<file path="src/rtl/mtm_alu_pkg.sv">
// Shared definitions for the ALU serial link: packet framing constants, the
// transmitter state encoding, flag/error bit positions and the CRC helpers.
package mtm_alu_pkg;

    localparam int   PKT_BITS     = 11;
    localparam logic PKT_DATA     = 1'b0;
    localparam logic PKT_CMD      = 1'b1;
    localparam logic START_BIT    = 1'b0;
    localparam logic STOP_BIT     = 1'b1;
    localparam int   CRC_MSG_BITS = 37;

    localparam int FLAG_CARRY = 3;
    localparam int FLAG_OVFL  = 2;
    localparam int FLAG_ZERO  = 1;
    localparam int FLAG_NEG   = 0;

    localparam int ERR_DATA = 2;
    localparam int ERR_CRC  = 1;
    localparam int ERR_OP   = 0;

    typedef enum logic [1:0] {
        IDLE      = 2'd0,
        SEND_DATA = 2'd1,
        SEND_CTL  = 2'd2,
        SEND_ERR  = 2'd3
    } tx_state_e;

    // Serial CRC, polynomial x^3+x+1, zero init, MSB of the message fed first.
    function automatic logic [2:0] crc3(input logic [CRC_MSG_BITS-1:0] msg);
        logic [2:0] crc;
        logic       fb;
        crc = 3'b000;
        for (int i = CRC_MSG_BITS - 1; i >= 0; i--) begin
            fb  = crc[2] ^ msg[i];
            crc = {crc[1], crc[0] ^ fb, fb};
        end
        return crc;
    endfunction

    // Error payload: marker bit, code twice, then a bit forcing even parity.
    function automatic logic [7:0] err_payload(input logic [2:0] err);
        logic [2:0] code;
        code = {err[ERR_DATA], err[ERR_CRC], err[ERR_OP]};
        return {1'b1, code, code, ^{1'b1, code, code}};
    endfunction

endpackage

</file>
<file path="src/rtl/mtm_alu_pkt_tx.sv">
// Single 11-bit packet shifter: start bit, type, 8 payload bits MSB first, stop.
// A load on the edge that ends a stop bit chains the next packet with no gap.
module mtm_alu_pkt_tx
    import mtm_alu_pkg::*;
(
    input  logic       clk,
    input  logic       rst,
    input  logic       load_i,
    input  logic       type_i,
    input  logic [7:0] byte_i,
    output logic       sout_bit_o,
    output logic       last_bit_o
);

    localparam logic [3:0] LAST_IDX = 4'(PKT_BITS - 1);

    logic                active_q,  active_d;
    logic [3:0]          bit_cnt_q, bit_cnt_d;
    logic [PKT_BITS-2:0] shift_q,   shift_d;
    logic                sout_q,    sout_d;
    logic                at_last;

    assign at_last = active_q && (bit_cnt_q >= LAST_IDX);

    // NOTE: every signal written here gets a default first so no path can infer a latch.
    always_comb begin
        active_d  = active_q;
        bit_cnt_d = bit_cnt_q;
        shift_d   = shift_q;
        sout_d    = STOP_BIT;
        if (load_i) begin
            active_d  = 1'b1;
            bit_cnt_d = '0;
            shift_d   = {type_i, byte_i, STOP_BIT};
            sout_d    = START_BIT;
        end else if (at_last) begin
            active_d  = 1'b0;
            bit_cnt_d = '0;
        end else if (active_q) begin
            bit_cnt_d = bit_cnt_q + 4'd1;
            sout_d    = shift_q[PKT_BITS-2];
            shift_d   = {shift_q[PKT_BITS-3:0], STOP_BIT};
        end
    end

    // NOTE: state is updated with non-blocking assignments so every flop samples pre-edge values.
    always_ff @(posedge clk or posedge rst) begin
        if (rst) begin
            active_q  <= 1'b0;
            bit_cnt_q <= '0;
            shift_q   <= '0;
            sout_q    <= 1'b1;
        end else begin
            active_q  <= active_d;
            bit_cnt_q <= bit_cnt_d;
            shift_q   <= shift_d;
            sout_q    <= sout_d;
        end
    end

    assign sout_bit_o = sout_q;
    assign last_bit_o = at_last;

endmodule

</file>
<file path="src/rtl/mtm_alu_serializer.sv">
// Transmit end of the ALU serial link: sequences DATA packets, then a CTL packet
// with flags and CRC, or a single error packet, through the packet shifter.
module mtm_alu_serializer
    import mtm_alu_pkg::*;
#(
    parameter int DATA_BYTES = 4
) (
    input  logic                  clk,
    input  logic                  rst,
    input  logic                  in_valid,
    output logic                  in_ready,
    input  logic                  in_err,
    input  logic [DATA_BYTES*8-1:0] in_c,
    input  logic [3:0]            in_flags,
    input  logic [2:0]            in_err_flags,
    output logic                  sout,
    output logic                  busy
);

    localparam int              C_W       = DATA_BYTES * 8;
    localparam int              BC_W      = (DATA_BYTES > 1) ? $clog2(DATA_BYTES) : 1;
    localparam logic [BC_W-1:0] LAST_BYTE = BC_W'(DATA_BYTES - 1);

    tx_state_e       state_q,    state_d;
    logic [BC_W-1:0] byte_cnt_q, byte_cnt_d;
    logic [C_W-1:0]  c_q,        c_d;
    logic [3:0]      flags_q,    flags_d;
    logic            rdy_q;

    logic       accept;
    logic       load;
    logic       pkt_type;
    logic [7:0] pkt_byte;
    logic [7:0] ctl_byte;
    logic       last_bit;
    logic       tx_bit;

    assign accept   = in_valid && rdy_q;
    assign ctl_byte = {1'b0, flags_q[FLAG_CARRY], flags_q[FLAG_OVFL], flags_q[FLAG_ZERO],
                       flags_q[FLAG_NEG], crc3({c_q, 1'b0, flags_q})};

    // The first packet is loaded straight from the inputs on the accept edge so
    // its start bit leaves in the very next cycle; later packets use the captures.
    always_comb begin
        state_d    = state_q;
        byte_cnt_d = byte_cnt_q;
        c_d        = c_q;
        flags_d    = flags_q;
        load       = 1'b0;
        pkt_type   = PKT_DATA;
        pkt_byte   = '0;
        case (state_q)
            IDLE: begin
                if (accept) begin
                    c_d        = in_c;
                    flags_d    = in_flags;
                    byte_cnt_d = '0;
                    load       = 1'b1;
                    if (in_err) begin
                        state_d  = SEND_ERR;
                        pkt_type = PKT_CMD;
                        pkt_byte = err_payload(in_err_flags);
                    end else begin
                        state_d  = SEND_DATA;
                        pkt_byte = in_c[C_W-1 -: 8];
                    end
                end
            end
            SEND_DATA: begin
                if (last_bit) begin
                    load = 1'b1;
                    if (byte_cnt_q == LAST_BYTE) begin
                        state_d    = SEND_CTL;
                        byte_cnt_d = '0;
                        pkt_type   = PKT_CMD;
                        pkt_byte   = ctl_byte;
                    end else begin
                        byte_cnt_d = byte_cnt_q + BC_W'(1);
                        pkt_byte   = c_q[C_W-1-8*int'(byte_cnt_d) -: 8];
                    end
                end
            end
            SEND_CTL, SEND_ERR: begin
                if (last_bit) begin
                    state_d = IDLE;
                end
            end
            default: begin
                state_d    = IDLE;
                byte_cnt_d = '0;
            end
        endcase
    end

    // Ready is registered so it rises only on the first edge after reset release.
    always_ff @(posedge clk or posedge rst) begin
        if (rst) begin
            state_q    <= IDLE;
            byte_cnt_q <= '0;
            c_q        <= '0;
            flags_q    <= '0;
            rdy_q      <= 1'b0;
        end else begin
            state_q    <= state_d;
            byte_cnt_q <= byte_cnt_d;
            c_q        <= c_d;
            flags_q    <= flags_d;
            rdy_q      <= (state_d == IDLE);
        end
    end

    mtm_alu_pkt_tx u_pkt_tx (
        .clk        (clk),
        .rst        (rst),
        .load_i     (load),
        .type_i     (pkt_type),
        .byte_i     (pkt_byte),
        .sout_bit_o (tx_bit),
        .last_bit_o (last_bit)
    );

    assign sout     = tx_bit;
    assign in_ready = rdy_q;
    assign busy     = (state_q != IDLE);

endmodule

</file>
<file path="config.mk">
export PLATFORM = sky130hd
export DESIGN_NAME = mtm_alu_serializer
export DESIGN_NICKNAME = d
export VERILOG_FILES = /design/src/rtl/mtm_alu_pkg.sv /design/src/rtl/mtm_alu_pkt_tx.sv /design/src/rtl/mtm_alu_serializer.sv
export SDC_FILE = /design/constraint.sdc
export NUM_CORES = 1
export LEC_CHECK = 0
export CAP_MARGIN = 20
export CORE_UTILIZATION = 40
export DETAILED_ROUTE_END_ITERATION = 8
export DONT_BUFFER_PORTS = 1
export SETUP_SLACK_MARGIN = 0.15
export SLEW_MARGIN = 20
export SYNTH_ARGS = -nofsm -noshare
export SYNTH_HDL_FRONTEND = slang
export SYNTH_SLANG_ARGS = --single-unit
</file>
<file path="constraint.sdc">
create_clock -name clk -period 2.75 [get_ports clk]
set_clock_uncertainty 0.1 [all_clocks]
set_input_delay 0.825 -clock clk [delete_from_list [all_inputs] [get_ports clk]]
set_output_delay 0.825 -clock clk [all_outputs]
set_load 0.01 [all_outputs]
</file>
==> metrics.cfg <==
[timing]
relSlewSlack_pct=63.76
finalMaxSlewViolations=0
hold_viol_final=0
worst_slew_pin_slew_ns=0.5428
hold_ws_ns=0.2969
layout_min_cycle_time_ns=2.207
grt_setup_unrepaired=no
finalCritPeriodShare_pct=80.26
setup_viol=0
finalSetupTns_ns=0
max_freq_mhz=453.1

[clock_tree]
cts-resized-gates=0
htreeDepth=3
clk_pin_slew_ns=0.06
numCtsBuffers=9
cts.sinks=57
insertion_delay_ns=0.35
cts_root_buffer=clkbuf_8
cts_tree=built
postCtsSetupBuffers=0
clockBufferDepth=2
hold_buffers=0

[floorplan]
die_width_um=89.60
initial_utilization_pct=41.87
fp.coreArea_um2=7331
io_pins=46
die_h_um=89.60
rows=31
design.die.area_um2=8027

[logic_synthesis]
ys_ff_latch=57
synth_ff_type=dfrtp_1
synthArstFlopShare_pct=100.0
syn_nets=360
synth_edf_count=0
postSynthCellCount=314
syn_area_per_cell_um2=9.775
ys_seq_area_share_pct=46.51
netlist_area_um2=3069
ys_warn_count=0
yosysUniqueCellTypes=45

[global_route]
use_met1_pct=26.04
grt-ovfl-total=0
grt_antenna_before_repair=0
grt_first_pass_wirelength_um=11410
grt_pass1_vias=2197
grt_use_total_pct=20.00
grt_max_degree=27
grt-busiest-layer=met2
grtUsageMet3_pct=5.484
met2_usage_pct=30.17

[setup_path]
cp-start-kind=register
end_kind=register
crit_fanout=10
crit_arrival_ns=2.32
worstPathRequired_ns=2.86
crit_type=register to register

[layout]
nFillCells=681
final_nets=362
layout-drive-gt1-share_pct=13.40
final_area_um2=3410
area_growth_pct=11.09
fin_util_pct=46.51
fin_cells=420
antennaDiodeCount=0

[drt]
dr.first_iter.drc_count=130
antenna_left=0
avgViaCountPerCell=5.210
routedWlPerCell_um=16.71
first_pass_iters=4
routed_wl_um=7019
drc=0
dr_total_vias=2188

[place]
place_area_um2=3187
routabilityCongestion=0.8675
dp.final_hpwl_um=5336
port-buffer-count=0
placed_cells=404

[power_and_ir_drop]
leakage_nw=1.610
power_density_nw_per_um2=1726
peakVddDrop_mv=1.174

[run_status]
outcome=finished, final reports clean

[run]
maxCapViolCount=0

[min_path]
worst_hold_path_type=primary input to async pin

[cell families after synthesis]
| group | after synthesis | share of synthesized area, % |
|---|---|---|
| DFF | 57 | 46.51 |
| adders and majority gates | 3 | 1.223 |
| buffers and inverters | 20 | 2.568 |
| muxes | 22 | 10.80 |
| and+or+nand+nor | 150 | 19.65 |
| AOI/OAI and AO/OA | 27 | 6.237 |
| xor gates and xnor gates | 35 | 13.00 |
[layout make-up]
| type | instances | area (um^2) | area share, % |
|---|---|---|---|
| Multi-Input combinational cell | 237 | 1568 | 45.98 |
| Sequential cell | 57 | 1428 | 41.87 |
| Clock buffer | 14 | 162.7 | 4.771 |
| Tap cell | 99 | 123.9 | 3.633 |
| Clock inverter | 2 | 60.06 | 1.761 |
| Timing Repair Buffer | 7 | 52.55 | 1.541 |
| Inverter | 4 | 15.01 | 0.4404 |
[synthesized netlist by cell type (all sizes together) (3+ instances only)]
| library cell | instances | area (um^2) |
|---|---|---|
| xnor2 | 24 | 225.2 |
| o221ai | 3 | 32.53 |
| a21oi | 3 | 15.01 |
| mux2 | 6 | 67.56 |
| dfrtp | 56 | 1401 |
| xor2 | 6 | 60.06 |
| ha | 3 | 37.54 |
| mux4 | 8 | 183.9 |
| nand3 | 4 | 20.02 |
| clkbuf | 10 | 37.54 |
| mux2i | 8 | 80.08 |
| inv | 4 | 15.01 |
| a31oi | 4 | 25.02 |
| o21ai | 6 | 30.03 |
| xnor3 | 5 | 113.9 |
| nor2 | 11 | 41.29 |
| nand2 | 125 | 469.2 |
| or2 | 3 | 18.78 |
| buf | 6 | 26.27 |
[metrics by stage]
stage               setup slack, ns  power, mW
detailed placement           0.5456      4.962
CTS                          0.5288      5.887
finish                       0.5428      5.885
global route                 0.3664      6.214
floorplan                    0.4270      4.269
global placement             0.5889      4.921
[where the power goes]
group	total, mW	switching [mW]	internal [mW]
clock network	0.888	0.327	0.561
registers	1.76	0.493	1.27
logic	3.24	1.43	1.81
total	5.88	2.25	3.64
[per-layer routing]
metal	vias to the layer above	wire, um
met5	-	0
met3	19	471
li1	1049	-
met1	1064	3084
met4	0	193
met2	56	3270
[critical path, stage by stage, from the launching register on]
cell,delay (ns)
dfrtp_1,0.41
inv_1,0.06
ha_1,0.22
o311a_1,0.38
and3_1,0.31
or2_0,0.38
nor2_1,0.16
a31oi_1,0.05
[placed cells by master, fill, tap and decap left out, drive strengths merged, types with 4 or more instances in the layout]
master / count
xnor3: 5
a31oi: 4
o21ai: 6
clkbuf: 14
inv: 4
nor2: 11
buf: 7
mux4: 8
xor2: 6
nand2: 125
nand3: 4
dfrtp: 56
mux2: 6
mux2i: 8
xnor2: 24
[sequential cells by signal, summed over array words and instances (netlist names)]
signal	count
flags_q	4
u_pkt_tx.active_q	1
u_pkt_tx.shift_q	10
u_pkt_tx.sout_bit_o	1
u_pkt_tx.bit_cnt_q	4
byte_cnt_q	2
c_q	32
state_q	2
in_ready	1
[final timing paths]
| check | from | end | slack, ns | depth (start not counted) |
|---|---|---|---|---|
| worst max-delay path | u_pkt_tx.bit_cnt_q[0] | u_pkt_tx.shift_q[6] | 0.54 | 7 |
| worst min-delay path | rst | in_ready | 0.30 | 1 |
| worst max register to register | u_pkt_tx.bit_cnt_q[0] | u_pkt_tx.shift_q[6] | 0.54 | 7 |
| worst min register to register | u_pkt_tx.shift_q[0] | u_pkt_tx.shift_q[0] | 0.38 | 1 |
| max in group asynchronous | rst | c_q[19] | 1.58 | 2 |
| min in group clk | u_pkt_tx.shift_q[0] | u_pkt_tx.shift_q[0] | 0.38 | 1 |
Note: power is estimated with default switching activity, not from simulation.
